### src/rtl/radix8_mult_seq.sv
// rtl/radix8_mult_seq.sv - sequential unsigned 16x15 radix-8 multiplier controller
// Retires one 3-bit multiplier digit per clock; the external mux bank returns ALatch*Sel on PPIn.
module radix8_mult_seq (
    input  logic        Clk,
    input  logic        Reset,
    input  logic        Start,
    input  logic [15:0] MultA,
    input  logic [14:0] MultB,
    output logic [15:0] ALatch,
    output logic [2:0]  Sel,
    input  logic [18:0] PPIn,
    output logic        Busy,
    output logic        Done,
    output logic [30:0] Product
);

    typedef enum logic [1:0] {
        IDLE = 2'd0,
        RUN  = 2'd1,
        DONE = 2'd2
    } stateType;

    stateType    state;
    logic [2:0]  cnt;
    logic [14:0] bReg;
    logic [30:0] acc;

    logic [4:0]  shiftAmt;
    logic [30:0] addend;
    logic [30:0] accNext;

    // Digit weight is 8^cnt, i.e. a left shift of 3*cnt bits.
    always_comb begin
        shiftAmt = {2'b00, cnt} + {1'b0, cnt, 1'b0};
        addend   = {12'b0, PPIn} << shiftAmt;
        accNext  = acc + addend;
        Sel      = (state == RUN) ? bReg[2:0] : 3'd0;
    end

    always_ff @(posedge Clk) begin
        if (Reset) begin
            state   <= IDLE;
            cnt     <= 3'd0;
            bReg    <= 15'd0;
            acc     <= 31'd0;
            ALatch  <= 16'd0;
            Product <= 31'd0;
            Busy    <= 1'b0;
            Done    <= 1'b0;
        end else begin
            case (state)
                IDLE, DONE: begin
                    Done <= 1'b0;
                    if (Start) begin
                        ALatch <= MultA;
                        bReg   <= MultB;
                        acc    <= 31'd0;
                        cnt    <= 3'd0;
                        Busy   <= 1'b1;
                        state  <= RUN;
                    end else begin
                        Busy  <= 1'b0;
                        state <= IDLE;
                    end
                end
                RUN: begin
                    acc  <= accNext;
                    bReg <= bReg >> 3;
                    cnt  <= cnt + 3'd1;
                    if (cnt == 3'd4) begin
                        Product <= accNext;
                        Busy    <= 1'b0;
                        Done    <= 1'b1;
                        state   <= DONE;
                    end
                end
                default: begin
                    Busy  <= 1'b0;
                    Done  <= 1'b0;
                    state <= IDLE;
                end
            endcase
        end
    end

endmodule
### config.mk
export PLATFORM = sky130hd
export DESIGN_NAME = radix8_mult_seq
export DESIGN_NICKNAME = d
export VERILOG_FILES = /design/src/rtl/radix8_mult_seq.sv
export SDC_FILE = /design/constraint.sdc
export NUM_CORES = 1
export LEC_CHECK = 0
export CORE_UTILIZATION = 30
export CTS_CLUSTER_SIZE = 28
export DETAILED_ROUTE_END_ITERATION = 10
export DONT_BUFFER_PORTS = 1
export GPL_ROUTABILITY_DRIVEN = 1
export HOLD_SLACK_MARGIN = 0.15
export PLACE_DENSITY_LB_ADDON = 0.12
export SYNTH_ARGS = -nofsm -noshare
export SYNTH_HDL_FRONTEND = slang
export SYNTH_SLANG_ARGS = --single-unit
### constraint.sdc
create_clock -name Clk -period 4 [get_ports Clk]
set_input_delay 0.6 -clock Clk [delete_from_list [all_inputs] [get_ports Clk]]
set_output_delay 0.6 -clock Clk [all_outputs]
set_load 0.02 [all_outputs]
==> qor.txt <==
STATUS
-----------------------------------------------------------------------------------------------
Result of the run                                                                  finished, final reports clean

CTS
-----------------------------------------------------------------------------------------------
Total of hold buffers inserted after clock tree synthesis                                     0
Clock latency reported for the late side of the worst-skew pair                          370 ps
Clock tree sinks                                                                             99
CTS Buf Count                                                                                 9
Clock Root Buffer                                                                  sky130_fd_sc_hd__clkbuf_16
TritonCTS clock tree                                                                       done
Number of levels in the clock H-tree                                                          3
Clock input transition at the sequential cells of the worst setup and hold paths          80 ps
Number of buffers on the longest clock path                                                   2

LOGIC SYNTHESIS
-----------------------------------------------------------------------------------------------
Synth top area cells                                                               sky130_fd_sc_hd__dfxtp_1 31%, sky130_fd_sc_hd__nand2_1 8.4%, sky130_fd_sc_hd__ha_1 6.8%
Post-synth top area share                                                                 30.7%
Number of storage elements in the synthesis netlist                                          99
Post-Synth XOR/XNOR Area                                                                  4.05%
Adder-cell share of the synthesized area                                                  7.40%
Most used flip-flop cell after synthesis                                           sky130_fd_sc_hd__dfxtp_1
Async set-reset flop share out of synthesis                                                  0%
Largest family of logic cells by synthesized area                                  compound AO/OA/AOI/OAI gates
Simple-gate share of the synthesized area                                                 21.5%
Net count after synthesis                                                                   924
Cell type with the largest total area after synthesis                              sky130_fd_sc_hd__dfxtp_1
Cell area after technology mapping                                                   6450 sq um
Number of flops mapped to enable cells by yosys                                               0
Count of unique library cells instantiated by Yosys                                          66
Complex-gate fraction of the synthesized area                                             25.1%
Avg Synthesized Cell Area                                                            7.74 sq um
Synthesis Warnings                                                                            0
Sequential share of the synthesized area                                                  30.7%
Cell count after synthesis                                                                  834
Mux share of post-synthesis cell area                                                     7.00%

GLOBAL ROUTE
-----------------------------------------------------------------------------------------------
Maximum number of pins on one net before global-route repair                                 77
Number of antenna violations at the first check in global routing                             0
All-layer global routing usage                                                            19.8%
GR Overflow Total                                                                             0
Vias in the first global route                                                            6,233
Wire length of the first global-routing pass                                            33.8 mm

POWER
-----------------------------------------------------------------------------------------------
Internal power                                                                          1.99 mW
Combinational fraction of design power                                                    35.2%
Pwr/cell area                                                                       366 nW/um^2
Part of the power in registers                                                            35.0%
Largest vdd supply drop                                                                  177 uV
Sw Ratio                                                                                  35.5%
Static Leakage                                                                          3.39 nW
Clk pwr share                                                                             29.8%
Sw power                                                                                1.10 mW

ROUTING
-----------------------------------------------------------------------------------------------
Router iterations before antenna repair                                                       5
DR vias                                                                                   6,389
Number of nets with antenna violations after routing                                          0
Initial DRC Count                                                                           433
Drt wl/cell                                                                        18.3 microns
Final WL                                                                                22.1 mm
DR vias/cell                                                                               5.28
Number of DRC violations after detailed routing                                               0

PLACED DESIGN
-----------------------------------------------------------------------------------------------
Count of buffers from port buffering                                                          0
HPWL reported at the end of detailed placement                                          16.9 mm
Cell area after placement                                                            7470 sq um
Last weighted congestion value of the routability-driven placer                           0.913

CRITICAL PATH
-----------------------------------------------------------------------------------------------
Worst EP required                                                                       4240 ps
R2r worst-path depth                                                                         21
Worst Path Max Fanout                                                                         7
Arrival time reported for the critical path endpoint                                    4130 ps
Launching element type of the critical path                                            register
Launch point of the critical path                                                        cnt[1]
Reg-to-reg endpoint                                                                     acc[27]
Worst R2R Setup Slack                                                                    100 ps
Category of the worst setup path capture point                                         register
Origin of the critical flop-to-flop path                                                 cnt[1]
Critical path capture point                                                             acc[27]
Worst setup path class                                                             register to register

TIMING
-----------------------------------------------------------------------------------------------
Worst hold slack                                                                         297 ps
Fin. max-slew vios                                                                            0
Actual slew at the worst max-slew pin                                                   1020 ps
Worst Skew                                                                              13.1 ps
Highest clock rate                                                                      257 MHz
Share of the clock period used by the worst path                                          97.4%
Final-report setup violation count                                                            0
Final number of hold-violating endpoints                                                      0
Slew margin rel.                                                                          32.1%
Min Clock Period, post-route                                                            3900 ps

CELLS AND AREA
-----------------------------------------------------------------------------------------------
Fraction of layout instances using a drive strength above 1                               28.7%
Cell area after layout                                                               8430 sq um
Nets                                                                                      1,019
Number of inserted diodes                                                                     0
Area added between synthesis and finish                                                   30.6%

FLOORPLAN
-----------------------------------------------------------------------------------------------
Initial cell density of the core                                                          30.6%
Floorplan die width                                                                 149 microns
# IOs                                                                                       105
Die area                                                                           22,100 sq um
Core area                                                                          21,100 sq um
Vert. Die Dim                                                                       149 microns
Cell row count                                                                               53

FLOW RUN
-----------------------------------------------------------------------------------------------
Max cap viols                                                                                 0

MIN PATH
-----------------------------------------------------------------------------------------------
Hold WC Path Type                                                                  input port to register

## per-stage QoR
step	cells	util, %	worst slack [ps]	TNS (ps)	power (mW)
2_1_floorplan	834	-	0.0351	0	1.67
3_3_place_gp	1171	35.4	-183	-820	2.04
3_5_place_dp	1171	35.4	-289	-1030	2.05
4_1_cts	1192	37.4	-8.36	-8.36	2.99
5_1_grt	1209	40.0	-69.0	-335	3.25
6_report	1209	40.0	103	0	3.09
## sequential cells by signal, summed over array words and instances (netlist names)
| name | count |
|---|---|
| state | 2 |
| acc | 31 |
| bReg | 15 |
| Product | 31 |
| cnt | 3 |
| Done | 1 |
| ALatch | 16 |
## logic make-up (layout without fill, tap and decap cells)
group | after synthesis | in the layout
simple gates | 316 | 316
mux | 38 | 38
fa+ha+maj | 37 | 37
xor+xnor | 29 | 29
flops | 99 | 99
compound gates | 249 | 249
buf+inv | 66 | 166
## worst min-delay path by stage
stage / slack, ps / startpoint / cells past startpoint / end
floorplan: 430 / acc[20] / 2 / acc[20]
global placement: 450 / acc[26] / 2 / acc[26]
detailed placement: 450 / acc[26] / 2 / acc[26]
CTS: 280 / Reset / 1 / state[0]
global route: 280 / Reset / 1 / bReg[2]
finish: 300 / Reset / 1 / bReg[0]
## power groups by stage
stage / clock network [mW] / registers, mW / logic (mW)
after detailed placement: 0 / 1.10 / 0.946
after floorplan: 0 / 1.09 / 0.578
after global placement: 0 / 1.10 / 0.942
after CTS: 0.951 / 1.08 / 0.962
after global routing: 0.983 / 1.09 / 1.18
final: 0.919 / 1.08 / 1.09
## critical path, stage by stage, from the launching register on
cell and delay [ps]:
sky130_fd_sc_hd__dfxtp_4 380, sky130_fd_sc_hd__inv_2 70, sky130_fd_sc_hd__ha_4 300, sky130_fd_sc_hd__buf_12 130, sky130_fd_sc_hd__buf_4 150, sky130_fd_sc_hd__mux2i_4 260, sky130_fd_sc_hd__mux2i_4 120, sky130_fd_sc_hd__mux2i_4 190
sky130_fd_sc_hd__nand2_1 90, sky130_fd_sc_hd__o21ai_2 80, sky130_fd_sc_hd__nor2_1 90, sky130_fd_sc_hd__ha_1 380, sky130_fd_sc_hd__nand2_2 80, sky130_fd_sc_hd__buf_4 140, sky130_fd_sc_hd__nor2b_1 100, sky130_fd_sc_hd__o211ai_1 80
sky130_fd_sc_hd__buf_4 160, sky130_fd_sc_hd__a211oi_4 340, sky130_fd_sc_hd__a311o_1 310, sky130_fd_sc_hd__buf_4 140, sky130_fd_sc_hd__xnor2_1 100, sky130_fd_sc_hd__o21ai_1 70
## cells in the final DEF, fill, tap and decap left out, types with 12 or more instances in the layout
cell / n
sky130_fd_sc_hd__nand2_1: 143
sky130_fd_sc_hd__buf_4: 131
sky130_fd_sc_hd__dfxtp_1: 97
sky130_fd_sc_hd__nor2_1: 78
sky130_fd_sc_hd__a21oi_1: 70
sky130_fd_sc_hd__ha_1: 28
sky130_fd_sc_hd__o21ai_1: 24
sky130_fd_sc_hd__xnor2_1: 18
sky130_fd_sc_hd__a22o_1: 18
sky130_fd_sc_hd__o21ai_2: 17
sky130_fd_sc_hd__nor3_1: 16
sky130_fd_sc_hd__o21ai_0: 15
sky130_fd_sc_hd__a21oi_2: 14
sky130_fd_sc_hd__mux2i_1: 13
sky130_fd_sc_hd__nand3_1: 13
sky130_fd_sc_hd__a311oi_1: 12
## synthesized netlist by cell type, drive strengths merged (3+ instances only)
library cell	n
nand2	145
dfxtp	99
nor2	89
a21oi	85
o21ai	56
clkbuf	42
ha	35
mux2i	26
xnor2	19
a22o	18
nor3	18
buf	13
nand3	13
a311oi	12
inv	11
o22ai	11
a211oi	10
a21o	10
xor2	10
o21a	9
and3	8
nor2b	8
mux2	7
nand4	7
a22oi	6
a31oi	6
mux4	5
nand2b	5
nand3b	5
o211ai	5
and2	4
or3	4
or4	3
## per-layer routing
layer	GRT usage [%]	routed length [microns]
met3	4.63	1110
met4	5.82	312
met5	0	0
met2	31.8	10200
met1	26.1	10500
## timing repair
action	4_1_cts	5_1_grt
cloned	0	1
pin swaps	7	40
endpoints found under the hold margin	0	0
gates resized for setup	22	94
setup buffers	5	17
setup endpoints to repair	18	31
## cell type report
| type | instances | area, sq um |
|---|---|---|
| clock buffer | 9 | 225 |
| clock inverter | 7 | 77.6 |
| fill | 2207 | 12700 |
| inverter | 11 | 46.3 |
| multi-input combinational | 669 | 4650 |
| sequential | 99 | 1990 |
| tap | 275 | 344 |
| timing repair buffer | 139 | 1100 |
Power figures use the tool's default switching activity.
